[config.mk]
export PLATFORM = sky130hd
export DESIGN_NAME = kpn_channel_arbiter
export DESIGN_NICKNAME = d
export VERILOG_FILES = /design/src/rtl/kpn_channel_arbiter.sv
export SDC_FILE = /design/constraint.sdc
export NUM_CORES = 1
export LEC_CHECK = 0
export ABC_AREA = 1
export BUFFER_PORTS_ARGS = -buffer_cell sky130_fd_sc_hd__buf_2
export CAP_MARGIN = 20
export CORE_ASPECT_RATIO = 1.5
export CORE_MARGIN = 4
export CORE_UTILIZATION = 50
export CTS_CLUSTER_SIZE = 40
export DETAILED_ROUTE_END_ITERATION = 8
export PLACE_DENSITY = 0.83
export SLEW_MARGIN = 10
export SYNTH_ARGS = -nofsm -noshare
export SYNTH_HDL_FRONTEND = slang
export SYNTH_SLANG_ARGS = --single-unit
[constraint.sdc]
create_clock -name clk -period 3.25 [get_ports clk]
set_input_delay 0.975 -clock clk [delete_from_list [all_inputs] [get_ports clk]]
set_output_delay 0.975 -clock clk [all_outputs]
set_load 0.01 [all_outputs]
[src/rtl/kpn_channel_arbiter.sv]
// Two-producer / one-consumer arbiter for a KPN channel FIFO. Latency: 1 cycle, request to grant/strobe.
// Backpressure: writes stall while full, reads stall while empty; the requests stay pending meanwhile.
module kpn_channel_arbiter #(
  parameter int BITS_NUMBER   = 16,
  parameter int FIFO_ELEMENTS = 5
) (
  input  logic                     clk,
  input  logic                     reset,
  input  logic                     req_0,
  input  logic                     req_1,
  input  logic [BITS_NUMBER-1:0]   data_0,
  input  logic [BITS_NUMBER-1:0]   data_1,
  input  logic                     rd_req,
  output logic                     gnt_0,
  output logic                     gnt_1,
  output logic                     rd_gnt,
  output logic                     fifo_wr,
  output logic                     fifo_rd,
  output logic [BITS_NUMBER-1:0]   fifo_data,
  output logic [FIFO_ELEMENTS:0]   count,
  output logic                     full,
  output logic                     empty
);

  localparam logic [FIFO_ELEMENTS:0] DEPTH = {1'b1, {FIFO_ELEMENTS{1'b0}}};

  logic                   elig_0;
  logic                   elig_1;
  logic                   wr_en;
  logic                   pick_1;
  logic                   rd_en;
  logic                   prio_1;
  logic [FIFO_ELEMENTS:0] count_nxt;

  // A request whose grant is currently on the wire is masked so it is not granted twice.
  always_comb begin
    elig_0    = req_0 & ~gnt_0;
    elig_1    = req_1 & ~gnt_1;
    wr_en     = ~full & (elig_0 | elig_1);
    pick_1    = elig_1 & (~elig_0 | prio_1);
    rd_en     = rd_req & ~rd_gnt & ~empty;
    count_nxt = count;
    if (wr_en && !rd_en)
      count_nxt = count + 1'b1;
    else if (rd_en && !wr_en)
      count_nxt = count - 1'b1;
  end

  always_ff @(posedge clk) begin
    if (reset) begin
      gnt_0     <= 1'b0;
      gnt_1     <= 1'b0;
      rd_gnt    <= 1'b0;
      fifo_wr   <= 1'b0;
      fifo_rd   <= 1'b0;
      fifo_data <= '0;
      count     <= '0;
      full      <= 1'b0;
      empty     <= 1'b1;
      prio_1    <= 1'b0;
    end else begin
      gnt_0   <= wr_en & ~pick_1;
      gnt_1   <= wr_en & pick_1;
      fifo_wr <= wr_en;
      rd_gnt  <= rd_en;
      fifo_rd <= rd_en;
      count   <= count_nxt;
      full    <= (count_nxt == DEPTH);
      empty   <= (count_nxt == '0);
      // Priority flips to the loser only when a write actually goes through.
      if (wr_en) begin
        fifo_data <= pick_1 ? data_1 : data_0;
        prio_1    <= ~pick_1;
      end
    end
  end

endmodule

==> summary.md, run 1 <==
| Metric | Value |
|---|---|
| Final instance area | `0.00195 mm^2` |
| Critical R2R Capture | `empty$_SDFF_PP1_` |
| Clock-pin slew on the worst setup and hold paths | `0.06 ns` |
| Crit path DAT | `0.99 ns` |
| Half-perimeter wire length of the detailed placement result | `3.07 mm` |
| Syn Area/Cell | `7.02 um^2` |
| Hold Path Stages | `2` |
| Count of input and output buffers | `65` |
| Critical Path RT | `2.27 ns` |
| Top post-synthesis cells by count | `sky130_fd_sc_hd__nand2_1 (84), sky130_fd_sc_hd__dfxtp_1 (29), sky130_fd_sc_hd__nand3_1 (25), sky130_fd_sc_hd__nor2_1 (17), sky130_fd_sc_hd__inv_1 (13)` |
| Worst-case reg-to-reg path depth | `8` |
| Pin count of the biggest net entering global routing | `26` |
| Vert. Die Dim | `76.1 um` |
| Post-route insts no fill | `326` |
| Worst Hold Launch | `fifo_data[12]$_SDFFE_PP0P_` |
| Startpoint types | `flip-flop` |
| Clk sink count | `29` |
| Kind of end point of the critical path | `output port` |
| CTS resizes | `0` |
| Proportion of layout cells with a drive suffix above 1 | `32.4%` |
| IR Drop Worst-Case VDD | `0.000322 V` |
| Die Span X | `53.4 um` |
| Proportion of netlist area held by the largest area contributor | `37.6%` |
| Setup repair bufs after CTS | `0` |
| Most frequently used flop master after synthesis | `sky130_fd_sc_hd__dfxtp_1` |
| Unique cell type count in the Yosys netlist | `29` |
| Cell with the most instances after synthesis | `sky130_fd_sc_hd__nand2_1` |
| Die ar. | `0.00406 mm^2` |
| Top post-synthesis cells by area | `sky130_fd_sc_hd__dfxtp_1 (38%), sky130_fd_sc_hd__nand2_1 (20%), sky130_fd_sc_hd__nand3_1 (8.1%)` |
| Clk_lat worst skew | `0.28 ns` |
| Category of the critical setup timing path | `reg -> out` |
| Number of instances in the synthesized netlist | `220` |
| Setup slack on the worst flop-to-flop path | `1.62 ns` |
| Fin crit share | `60.4%` |
| Number of hold buffers added after CTS | `0` |
| Time the worst path needs with I/O delays and setup | `1.96 ns` |
| Ys Warns | `0` |
| Initial standard-cell utilization of the core | `52.5%` |
| Worst min-delay path class | `reg -> reg` |
| Count of final max-slew check failures | `0` |
| Average routed wire per standard cell | `11.9 um` |
| Sequential cell area fraction in the yosys report | `37.6%` |
| Worst Clk Skew | `0.00581 ns` |
| Vias per cell | `5.02` |
| Total congestion overflow after global routing | `0` |
| Cts bufs inserted | `5` |
| Total routed wirelength | `3.87 mm` |
| Buffers plus inverters on the worst setup path | `1` |
| Hold violation count in the final report | `0` |
| Clock Tree Root | `sky130_fd_sc_hd__clkbuf_8` |
| Number of antenna violations at the first check in global routing | `0` |
| Maximum clock insertion buffer count | `2` |
| Unrepaired setup endpoints after global routing | `no` |
| CP cell instances | `buf_2` |
| Gate family responsible for the most delay along the worst path | `flip-flops` |
| Largest stage delay on the critical path | `0.51 ns` |
| Number of nets in the layout | `325` |
| Flip-flop and latch count after synthesis | `29` |
| Remaining max-slew budget at the tightest pin | `74.8%` |
| Worst-case setup slack after placement | `1.01 ns` |
| FMAX | `510 MHz` |
| Vias in the first global route | `1,584` |
| Startpoint of the lowest-slack register-to-register path | `count[1]$_SDFF_PP0_` |
| Worst setup path start | `count[2]$_SDFF_PP0_` |
| Top Ports | `66` |
| Antenna fix cells | `0` |
| Total vias in the final route | `1,638` |
| Syn Nets | `259` |
| First-pass iteration count of the detailed router | `4` |
| Leakage power | `0.00107 uW` |
| Total of max-cap violations | `0` |
| Area added between synthesis and finish | `26.3%` |
| FFs w/ async S/R, synth | `0%` |
| Placed Instances | `318` |
| Number of H-tree levels | `2` |
| Starting DRT DRC Count | `27` |
| Total global routing track utilization | `21.3%` |
| Cell with the biggest individual delay on the critical path | `sky130_fd_sc_hd__dfxtp_1` |
| Wire length of the first global-routing pass | `6.52 mm` |
| Cell taking the most area after synthesis | `sky130_fd_sc_hd__dfxtp_1` |
| Residual antenna-violating net count after detailed routing | `0` |
| Number of DRC violations after detailed routing | `0` |
| Total of endpoints with negative setup slack in the final report | `0` |
| Count of flip-flops with a built-in enable after synthesis | `0` |
| Measured slew at the worst slew-check pin | `0.377 ns` |
| End of the worst hold path | `fifo_data[12]$_SDFFE_PP0P_` |
| Total Power | `1030 uW` |
| Std-Cell Rows | `24` |
| Critical Path Fanout Max | `9` |
| RD Place Congestion | `0.960` |
| Core Area | `0.00294 mm^2` |
| Min setup slack post-route | `1.29 ns` |
| Total Negative Setup Slacks | `0 ns` |
| Outcome | `complete, no violations` |
| Placed Instance Area | `0.00187 mm^2` |
| Clock tree from TritonCTS | `done` |
| Power per standard cell area | `525 mW/mm^2` |
| Post-synthesis cell area | `0.00155 mm^2` |
-- worst register-to-register path, delay by kind of cell, from the launching register on --
kind	cells	cell delay [ns]
adders and majority gates	1	0.27
and+or+nand+nor	6	0.58
DFF	1	0.48
xor gates and xnor gates	1	0.18
-- state kept, by name, indices dropped and copies added, names as in the netlist --
register	cells
fifo_data	16
count	6
empty	1
fifo_rd	1
fifo_wr	1
full	1
gnt_0	1
gnt_1	1
prio_1	1
-- power breakdown --
group	leakage, uW	internal (uW)	switching, uW
logic	0.000787	122	184
clock network	0.0000395	152	132
registers	0.000240	396	39.8
-- routing by layer --
layer | wire (um) | GRT usage, %
met1 | 1480 | 21.6
met2 | 1930 | 36.0
met3 | 324 | 7.24
met4 | 135 | 11.8
met5 | 0 | 0
-- metrics by stage --
stage | hold WS [ns] | utilization, %
final | 0.477 | 66.3
after CTS | 0.478 | 66.3
after floorplan | 0.448 | -
after global placement | 0.463 | 63.6
after detailed placement | 0.464 | 63.6
after global routing | 0.501 | 66.3
-- final cells by class --
| type | count | area, um^2 |
|---|---|---|
| Multi-Input combinational cell | 165 | 840 |
| Clock buffer | 8 | 80.1 |
| Sequential cell | 29 | 581 |
| Inverter | 20 | 77.6 |
| Fill cell | 293 | 991 |
| Tap cell | 39 | 48.8 |
| Timing Repair Buffer | 65 | 325 |
-- worst max path at each step --
stage,cells past startpoint,end
6_report,1,count[2]
3_3_place_gp,12,empty$_SDFF_PP1_
5_1_grt,12,empty$_SDFF_PP1_
4_1_cts,1,count[2]
2_1_floorplan,8,empty$_SDFF_PP1_
3_5_place_dp,12,empty$_SDFF_PP1_
-- logic make-up after synthesis --
logic type	synth area share, %
buffers and inverters	8.10
adder cells (fa/ha/maj)	1.62
XOR/XNOR	1.13
AO/OA/AOI/OAI	6.23
AND/OR/NAND/NOR	45.3
flip-flops	37.6
-- placed cells by master, fill, tap and decap left out --
| master | count |
|---|---|
| sky130_fd_sc_hd__clkbuf_1 | 3 |
| sky130_fd_sc_hd__a32oi_1 | 3 |
| sky130_fd_sc_hd__a21oi_4 | 1 |
| sky130_fd_sc_hd__buf_2 | 65 |
| sky130_fd_sc_hd__nand4_1 | 6 |
| sky130_fd_sc_hd__inv_2 | 6 |
| sky130_fd_sc_hd__nand3b_1 | 1 |
| sky130_fd_sc_hd__nand2_1 | 84 |
| sky130_fd_sc_hd__a21oi_1 | 1 |
| sky130_fd_sc_hd__inv_1 | 13 |
| sky130_fd_sc_hd__or2_2 | 1 |
| sky130_fd_sc_hd__inv_4 | 1 |
| sky130_fd_sc_hd__o21ai_1 | 1 |
| sky130_fd_sc_hd__nor3_2 | 1 |
| sky130_fd_sc_hd__nand2_2 | 3 |
| sky130_fd_sc_hd__ha_1 | 2 |
| sky130_fd_sc_hd__clkbuf_8 | 5 |
| sky130_fd_sc_hd__nand2_4 | 3 |
| sky130_fd_sc_hd__nand3_4 | 2 |
| sky130_fd_sc_hd__nor2_4 | 2 |
| sky130_fd_sc_hd__nand3_2 | 1 |
| sky130_fd_sc_hd__nor2_2 | 1 |
| sky130_fd_sc_hd__a31oi_1 | 7 |
| sky130_fd_sc_hd__xor2_1 | 2 |
| sky130_fd_sc_hd__nor2_1 | 17 |
| sky130_fd_sc_hd__or2_4 | 1 |
| sky130_fd_sc_hd__nand3_1 | 25 |
| sky130_fd_sc_hd__dfxtp_1 | 29 |
Power figures use the tool's default switching activity.
==> run 2, diff against run 1 <==
--- a/config.mk
+++ b/config.mk
@@ -5,15 +5,15 @@
 export SDC_FILE = /design/constraint.sdc
 export NUM_CORES = 1
 export LEC_CHECK = 0
-export ABC_AREA = 1
+export ABC_AREA = 0
 export BUFFER_PORTS_ARGS = -buffer_cell sky130_fd_sc_hd__buf_2
 export CAP_MARGIN = 20
 export CORE_ASPECT_RATIO = 1.5
 export CORE_MARGIN = 4
-export CORE_UTILIZATION = 50
+export CORE_UTILIZATION = 40
 export CTS_CLUSTER_SIZE = 40
 export DETAILED_ROUTE_END_ITERATION = 8
-export PLACE_DENSITY = 0.83
+export PLACE_DENSITY = 0.75
 export SLEW_MARGIN = 10
 export SYNTH_ARGS = -nofsm -noshare
 export SYNTH_HDL_FRONTEND = slang
==> constraint.sdc (replaced) <==
create_clock -name clk -period 1.8 [get_ports clk]
set_input_delay 0.54 -clock clk [delete_from_list [all_inputs] [get_ports clk]]
set_output_delay 0.54 -clock clk [all_outputs]
set_load 0.01 [all_outputs]
==> summary.md, run 2 <==
| Metric | Value |
|---|---|
| Total routed wirelength | `3.68 mm (-4.9%)` |
| Placed Instances | `240 (-25%)` |
| Outcome | `complete, but fails checks` |
| Wire length of the first global-routing pass | `5.94 mm (-8.9%)` |
| Total of max-cap violations | `0 (unchanged)` |
| Count of input and output buffers | `65 (unchanged)` |
| Setup repair bufs after CTS | `0 (unchanged)` |
| Vert. Die Dim | `76.7 um (+0.86%)` |
| Worst-case reg-to-reg path depth | `6 (-2)` |
| Cell with the most instances after synthesis | `sky130_fd_sc_hd__dfxtp_1` |
| Power per standard cell area | `1090 mW/mm^2 (+110%)` |
| Critical Path RT | `2.01 ns (-0.26 ns)` |
| Die ar. | `0.00413 mm^2 (+1.7%)` |
| Unrepaired setup endpoints after global routing | `yes` |
| Average routed wire per standard cell | `14.8 um (+25%)` |
| Area added between synthesis and finish | `55.9%` |
| Cts bufs inserted | `5 (unchanged)` |
| Half-perimeter wire length of the detailed placement result | `2.89 mm (-6.0%)` |
| Proportion of layout cells with a drive suffix above 1 | `53.6% (+21 points)` |
| Total congestion overflow after global routing | `0 (unchanged)` |
| Clock Tree Root | `sky130_fd_sc_hd__clkbuf_8` |
| Std-Cell Rows | `24 (unchanged)` |
| Measured slew at the worst slew-check pin | `0.430 ns (+0.0522 ns)` |
| Startpoint of the lowest-slack register-to-register path | `fifo_rd$_SDFF_PP0_` |
| Violated checks | `negative setup slack` |
| Total Power | `2140 uW (+110%)` |
| Initial standard-cell utilization of the core | `42.4% (-10 points)` |
| Total global routing track utilization | `19.6% (-1.7 points)` |
| Capture point of the critical path | `full$_SDFF_PP0_` |
| Total of endpoints with negative setup slack in the final report | `1 (+1)` |
| Number of antenna violations at the first check in global routing | `0 (unchanged)` |
| Min setup slack post-route | `-0.0438 ns (-1.33 ns)` |
| Number of instances in the synthesized netlist | `125 (-43%)` |
| First-pass iteration count of the detailed router | `4 (unchanged)` |
| Flip-flop and latch count after synthesis | `29 (unchanged)` |
| Kind of end point of the critical path | `flip-flop` |
| Ys Warns | `0 (unchanged)` |
| Sequential cell area fraction in the yosys report | `46.1% (+8.5 points)` |
| Clk_lat worst skew | `0.28 ns (about the same)` |
| Total vias in the final route | `1,299 (-21%)` |
| Critical R2R Capture | `full$_SDFF_PP0_` |
| Min Hold Slack | `0.470 ns (-0.00631 ns)` |
| Post-synthesis cell area | `0.00126 mm^2 (-18%)` |
| FMAX | `542 MHz` |
| Remaining max-slew budget at the tightest pin | `71.2% (-3.6 points)` |
| Maximum clock insertion buffer count | `2 (unchanged)` |
| Setup slack on the worst flop-to-flop path | `-0.04 ns (-1.66 ns)` |
| RD Place Congestion | `0.839 (-13%)` |
| Syn Area/Cell | `10.1 um^2 (+44%)` |
| Pin count of the biggest net entering global routing | `13 (-50%)` |
| Most flop-heavy register | `fifo_data` |
| Vias in the first global route | `1,299 (-18%)` |
| Crit path DAT | `2.06 ns (+1.07 ns)` |
| Startpoint types | `flip-flop` |
| Post-route insts no fill | `248 (-24%)` |
| Worst Clk Skew | `0.00558 ns (-0.000225 ns)` |
| Commonest non-fill, non-tap cell in the layout | `sky130_fd_sc_hd__buf_2` |
| Hold violation count in the final report | `0 (unchanged)` |
| Leakage power | `0.000994 uW (-6.8%)` |
| IR Drop Worst-Case VDD | `0.000703 V (+120%)` |
| Worst min-delay path class | `reg -> reg` |
| Clk sink count | `29 (unchanged)` |
| Top post-synthesis cells by area | `sky130_fd_sc_hd__dfxtp_1 (46%), sky130_fd_sc_hd__a222oi_1 (13%), sky130_fd_sc_hd__inv_1 (3.9%)` |
| Cell taking the most area after synthesis | `sky130_fd_sc_hd__dfxtp_1` |
| Number of nets in the layout | `247 (-24%)` |
| Top post-synthesis cells by count | `sky130_fd_sc_hd__dfxtp_1 (29), sky130_fd_sc_hd__a222oi_1 (16), sky130_fd_sc_hd__inv_1 (13), sky130_fd_sc_hd__nor2_1 (13)` |
| Worst setup path start | `fifo_rd$_SDFF_PP0_` |
| Die Span X | `53.8 um (+0.81%)` |
| Registers with the most flip-flops | `fifo_data x16, count x6` |
| Proportion of netlist area held by the largest area contributor | `46.1% (+8.5 points)` |
| Most frequently used flop master after synthesis | `sky130_fd_sc_hd__dfxtp_1` |
| Syn Nets | `164 (-37%)` |
| Number of H-tree levels | `2 (unchanged)` |
| Unique cell type count in the Yosys netlist | `35 (+21%)` |
| Residual antenna-violating net count after detailed routing | `0 (unchanged)` |
| Worst-case setup slack after placement | `-0.378 ns (-1.39 ns)` |
| Count of flip-flops with a built-in enable after synthesis | `0 (unchanged)` |
| Core Area | `0.00297 mm^2 (+1.0%)` |
| Clock-pin slew on the worst setup and hold paths | `0.06 ns (about the same)` |
| Category of the critical setup timing path | `reg -> reg` |
| Fin crit share | `102%` |
| Flip-flop count of the largest register after layout | `16 (unchanged)` |
| Vias per cell | `5.24 (+4.2%)` |
| Starting DRT DRC Count | `63 (+130%)` |
| FFs w/ async S/R, synth | `0% (unchanged)` |
| Time the worst path needs with I/O delays and setup | `1.84 ns` |
| Number of DRC violations after detailed routing | `0 (unchanged)` |
| Critical Path Fanout Max | `4 (-5)` |
| Clock tree from TritonCTS | `done` |
| Antenna fix cells | `0 (unchanged)` |
| Top Ports | `66 (unchanged)` |
| Highest-count cells in the layout ignoring fill and taps | `sky130_fd_sc_hd__buf_2 (65), sky130_fd_sc_hd__dfxtp_1 (27), sky130_fd_sc_hd__buf_4 (18)` |
| Count of final max-slew check failures | `0 (unchanged)` |
-- run 2: cells by family (layout without fill, tap and decap cells) --
kind of cell | Yosys count | count (layout) | share of synthesized area, %
AOI/OAI and AO/OA | 30 | 30 | 22.2
xor gates and xnor gates | 5 | 5 | 3.48
adders and majority gates | 2 | 2 | 1.99
buffers and inverters | 20 | 104 | 7.15
DFF | 29 | 29 | 46.1
muxes | 1 | 1 | 0.794
and+or+nand+nor | 38 | 38 | 18.3
-- run 2: per-layer routing --
layer,vias to the layer above,GRT usage [%],routed length (um)
met5,-,0,0
met1,603,22.4,1410
met2,57,32.3,1930
met4,0,8.44,73
met3,6,5.62,277
li1,633,-,-
-- run 2: repair_timing --
item / 4_1_cts / 5_1_grt
gates resized for setup: 10 / 7
hold buffers: 0 / 0
pin swaps: 5 / 4
endpoints found under the setup margin: 12 / 5
-- run 2: worst min-delay path by stage --
stage	end	depth (start not counted)	slack, ns	start
finish	fifo_data[0]$_SDFFE_PP0P_	2	0.47	fifo_data[0]$_SDFFE_PP0P_
global route	fifo_data[0]$_SDFFE_PP0P_	3	0.49	data_0[0]
CTS	fifo_data[0]$_SDFFE_PP0P_	3	0.48	data_0[0]
detailed placement	fifo_data[12]$_SDFFE_PP0P_	2	0.46	fifo_data[12]$_SDFFE_PP0P_
global placement	fifo_data[12]$_SDFFE_PP0P_	2	0.44	fifo_data[12]$_SDFFE_PP0P_
floorplan	prio_1$_SDFFE_PP0P_	1	0.45	prio_1$_SDFFE_PP0P_
-- run 2: metrics by stage --
stage	cell area (um^2)	util, %	TNS, ns
2_1_floorplan	1280	-	-0.182
3_3_place_gp	1750	58.9	-3.81
3_5_place_dp	1750	58.9	-4.96
4_1_cts	1910	64.4	-0.0740
5_1_grt	1960	66.1	-0.221
6_report	1960	66.1	-0.0438
-- run 2: layout make-up --
type / instances / area (um^2)
repair buffers: 83 / 460
clock inverters: 1 / 30.0
well taps: 39 / 48.8
multi-input cells: 76 / 707
clock buffers: 7 / 86.3
fillers: 244 / 1010
flip-flops and latches: 29 / 583
inverters: 13 / 48.8
-- run 2: critical path, cell delays in order, from the launching register on --
cell and delay, ns:
sky130_fd_sc_hd__dfxtp_2 0.34, sky130_fd_sc_hd__or3b_4 0.44, sky130_fd_sc_hd__nor4b_4 0.29, sky130_fd_sc_hd__a2bb2oi_2 0.11, sky130_fd_sc_hd__xnor2_2 0.16, sky130_fd_sc_hd__a2111oi_4 0.22, sky130_fd_sc_hd__nor3b_2 0.20
-- run 2: report_power, final --
group	leakage [uW]	internal [uW]	switching (uW)
Sequential	0.000240	723	66.9
Clock	0.0000585	450	233
Combinational	0.000696	339	331
Total	0.000994	1510	631
==> run 3, diff against run 2 <==
--- a/config.mk
+++ b/config.mk
@@ -8,11 +8,12 @@
 export ABC_AREA = 0
 export BUFFER_PORTS_ARGS = -buffer_cell sky130_fd_sc_hd__buf_2
 export CAP_MARGIN = 20
-export CORE_ASPECT_RATIO = 1.5
+export CORE_ASPECT_RATIO = 0.7
 export CORE_MARGIN = 4
 export CORE_UTILIZATION = 40
 export CTS_CLUSTER_SIZE = 40
 export DETAILED_ROUTE_END_ITERATION = 8
+export GPL_TIMING_DRIVEN = 0
 export PLACE_DENSITY = 0.75
 export SLEW_MARGIN = 10
 export SYNTH_ARGS = -nofsm -noshare
==> summary.md, run 3 (synthesized netlist as in run 2, its figures left out) <==
| Metric | Value |
|---|---|
| Share of power burned in the clock network | `32.5% (+0.6 points)` |
| Vias per cell | `5.49 (+4.8%)` |
| Power per standard cell area | `1110 mW/mm^2 (+1.7%)` |
| Final instance area | `0.00193 mm^2 (-1.8%)` |
| Number of DRC violations after detailed routing | `0 (unchanged)` |
| Startpoint of the lowest-slack register-to-register path | `gnt_0$_SDFF_PP0_` |
| Total Power | `2140 uW (-0.14%)` |
| Top Ports | `66 (unchanged)` |
| FMAX | `537 MHz (-0.92%)` |
| Most flop-heavy register | `fifo_data` |
| Time the worst path needs with I/O delays and setup | `1.86 ns (+0.0172 ns)` |
| Cell with the biggest individual delay on the critical path | `sky130_fd_sc_hd__a2111oi_4` |
| Leakage power | `0.000952 uW (-4.2%)` |
| Worst Hold Launch | `fifo_data[9]$_SDFFE_PP0P_` |
| Combinational fraction of design power | `28.7% (-2.6 points)` |
| Initial standard-cell utilization of the core | `43.4% (+1.0 points)` |
| Min Hold Slack | `0.467 ns (-0.00333 ns)` |
| Internal | `1490 uW (-1.3%)` |
| Core Area | `0.00290 mm^2 (-2.4%)` |
| Cts bufs inserted | `5 (unchanged)` |
| Flip-flop count of the largest register after layout | `16 (unchanged)` |
| Total congestion overflow after global routing | `0 (unchanged)` |
| Vert. Die Dim | `55.0 um (-28%)` |
| Startpoint types | `input pin` |
| Number of H-tree levels | `2 (unchanged)` |
| Post-route insts no fill | `237 (-4.4%)` |
| Switching component of the power | `648 uW (+2.7%)` |
| Outcome | `complete, but fails checks` |
| Switching part of the total power | `30.3% (+0.84 points)` |
| Count of input and output buffers | `65 (unchanged)` |
| Critical R2R Capture | `full$_SDFF_PP0_` |
| Clock tree from TritonCTS | `done` |
| Total vias in the final route | `1,301 (+0.15%)` |
| Die Span X | `75.1 um (+39%)` |
| Pin count of the biggest net entering global routing | `11 (-2)` |
| Highest-count cells in the layout ignoring fill and taps | `sky130_fd_sc_hd__buf_2 (67), sky130_fd_sc_hd__dfxtp_1 (22), sky130_fd_sc_hd__a222oi_1 (16)` |
| Number of hold buffers added after CTS | `0 (unchanged)` |
| Worst min-delay path class | `reg -> reg` |
| Hold violation count in the final report | `0 (unchanged)` |
| Commonest non-fill, non-tap cell in the layout | `sky130_fd_sc_hd__buf_2` |
| End of the worst hold path | `fifo_data[9]$_SDFFE_PP0P_` |
| Total global routing track utilization | `18.8% (-0.81 points)` |
| Critical Path Fanout Max | `6 (+2)` |
| Clock Tree Root | `sky130_fd_sc_hd__clkbuf_8` |
| Remaining max-slew budget at the tightest pin | `56.1% (-15 points)` |
| Placed Instances | `226 (-5.8%)` |
| Worst Clk Skew | `0.00398 ns (-0.00161 ns)` |
| Setup slack on the worst flop-to-flop path | `-0.05 ns (about the same)` |
| Clk sink count | `29 (unchanged)` |
| Antenna fix cells | `0 (unchanged)` |
| Violated checks | `negative setup slack` |
| Die ar. | `0.00413 mm^2 (-0.11%)` |
| Number of antenna violations at the first check in global routing | `0 (unchanged)` |
| Clk_lat worst skew | `0.28 ns (about the same)` |
| IR Drop Worst-Case VDD | `0.000532 V (-24%)` |
| Proportion of layout cells with a drive suffix above 1 | `54.2% (+0.64 points)` |
| Largest stage delay on the critical path | `0.39 ns (-0.05 ns)` |
| Unrepaired setup endpoints after global routing | `yes` |
| Min setup slack post-route | `-0.0610 ns (-0.0172 ns)` |
| Area added between synthesis and finish | `53.1%` |
| Total of max-cap violations | `0 (unchanged)` |
| Total of endpoints with negative setup slack in the final report | `2 (+1)` |
| Std-Cell Rows | `16 (-33%)` |
| RD Place Congestion | `0.868 (+3.4%)` |
| Wire length of the first global-routing pass | `5.84 mm (-1.7%)` |
| Category of the critical setup timing path | `in -> reg` |
| Hold Path Stages | `2 (unchanged)` |
| Count of final max-slew check failures | `0 (unchanged)` |
| Critical Path RT | `2.01 ns (about the same)` |
| Placed Instance Area | `0.00165 mm^2 (-5.6%)` |
| Registers with the most flip-flops | `fifo_data x16, count x6` |
| CP cell instances | `buf_2 > nor3b_4 > buf_12 > a211o_4 > nor2_1 > o21ai_1 > a2111oi_4 > nor3b_2` |
| Residual antenna-violating net count after detailed routing | `0 (unchanged)` |
| Maximum clock insertion buffer count | `2 (unchanged)` |
| Measured slew at the worst slew-check pin | `0.658 ns (+0.229 ns)` |
| Kind of end point of the critical path | `flip-flop` |
| Number of nets in the layout | `239 (-3.2%)` |
| Fin crit share | `103% (+0.96 points)` |
| First-pass iteration count of the detailed router | `5 (+1)` |
| Clock-pin slew on the worst setup and hold paths | `0.06 ns (about the same)` |
| Crit path DAT | `2.07 ns (about the same)` |
| Vias in the first global route | `1,307 (+0.62%)` |
| Flop pwr share | `38.8% (+2.0 points)` |
| Starting DRT DRC Count | `143 (+130%)` |
| Total routed wirelength | `3.87 mm (+5.2%)` |
| Half-perimeter wire length of the detailed placement result | `2.66 mm (-7.9%)` |
| Worst-case reg-to-reg path depth | `6 (unchanged)` |
| Average routed wire per standard cell | `16.3 um (+10%)` |
| Total Negative Setup Slacks | `-0.0659 ns (-0.0221 ns)` |
[run 3: changes by cell type in the layout (fill, tap and decap cells not counted), sizes merged]
cell and change:
buf -9, clkinvlp +1
[run 3: layer usage]
layer	vias to the layer above	global-route usage (%)	wire, um
li1	618	-	-
met1	621	22.9	1590
met2	51	31.5	1930
met3	11	5.78	257
met4	0	6.80	95
met5	-	0	0
[run 3: layout make-up]
| type | count | area [um^2] |
|---|---|---|
| plain buffers | 6 | 32.5 |
| clock buffers | 6 | 82.6 |
| clock inverters | 2 | 37.5 |
| fillers | 223 | 973 |
| inverters | 13 | 48.8 |
| multi-input cells | 76 | 726 |
| flip-flops and latches | 29 | 589 |
| well taps | 36 | 45.0 |
| repair buffers | 69 | 368 |
[run 3: through the flow]
stage / util [%] / setup WS (ns)
global route: 66.5 / -0.147
detailed placement: 56.9 / -0.461
finish: 66.5 / -0.0610
CTS: 62.8 / -0.0881
floorplan: - / -0.121
global placement: 56.9 / -0.378
[run 3: timing repair]
action                                  CTS  global route
buffers inserted                          3             1
resized for setup                        10            19
endpoints found under the setup margin   13            22
pin swaps                                 6             4
endpoints found under the hold margin     0             0
[run 3: how the worst max path moves through the flow]
stage	startpoint	to	slack, ns	cells after the start
6_report	rd_req	full$_SDFF_PP0_	-0.06	8
2_1_floorplan	req_0	full$_SDFF_PP0_	-0.12	7
3_5_place_dp	req_0	fifo_data[11]$_SDFFE_PP0P_	-0.46	7
3_3_place_gp	req_0	fifo_data[11]$_SDFFE_PP0P_	-0.38	7
4_1_cts	empty$_SDFF_PP1_	full$_SDFF_PP0_	-0.09	6
5_1_grt	gnt_0$_SDFF_PP0_	fifo_data[14]$_SDFFE_PP0P_	-0.15	6
[run 3: critical path: cells and delay by family]
family / cells / cell delay (ns)
and+or+nand+nor: 3 / 0.45
buffers and inverters: 2 / 0.23
AOI/OAI and AO/OA: 3 / 0.83
[run 3: power groups by stage]
| stage | Sequential [uW] | Combinational (uW) | Clock (uW) |
|---|---|---|---|
| final | 830 | 615 | 695 |
| after global routing | 839 | 668 | 735 |
| after CTS | 808 | 559 | 711 |
| after detailed placement | 815 | 516 | 0 |
| after global placement | 810 | 497 | 0 |
| after floorplan | 841 | 301 | 0 |
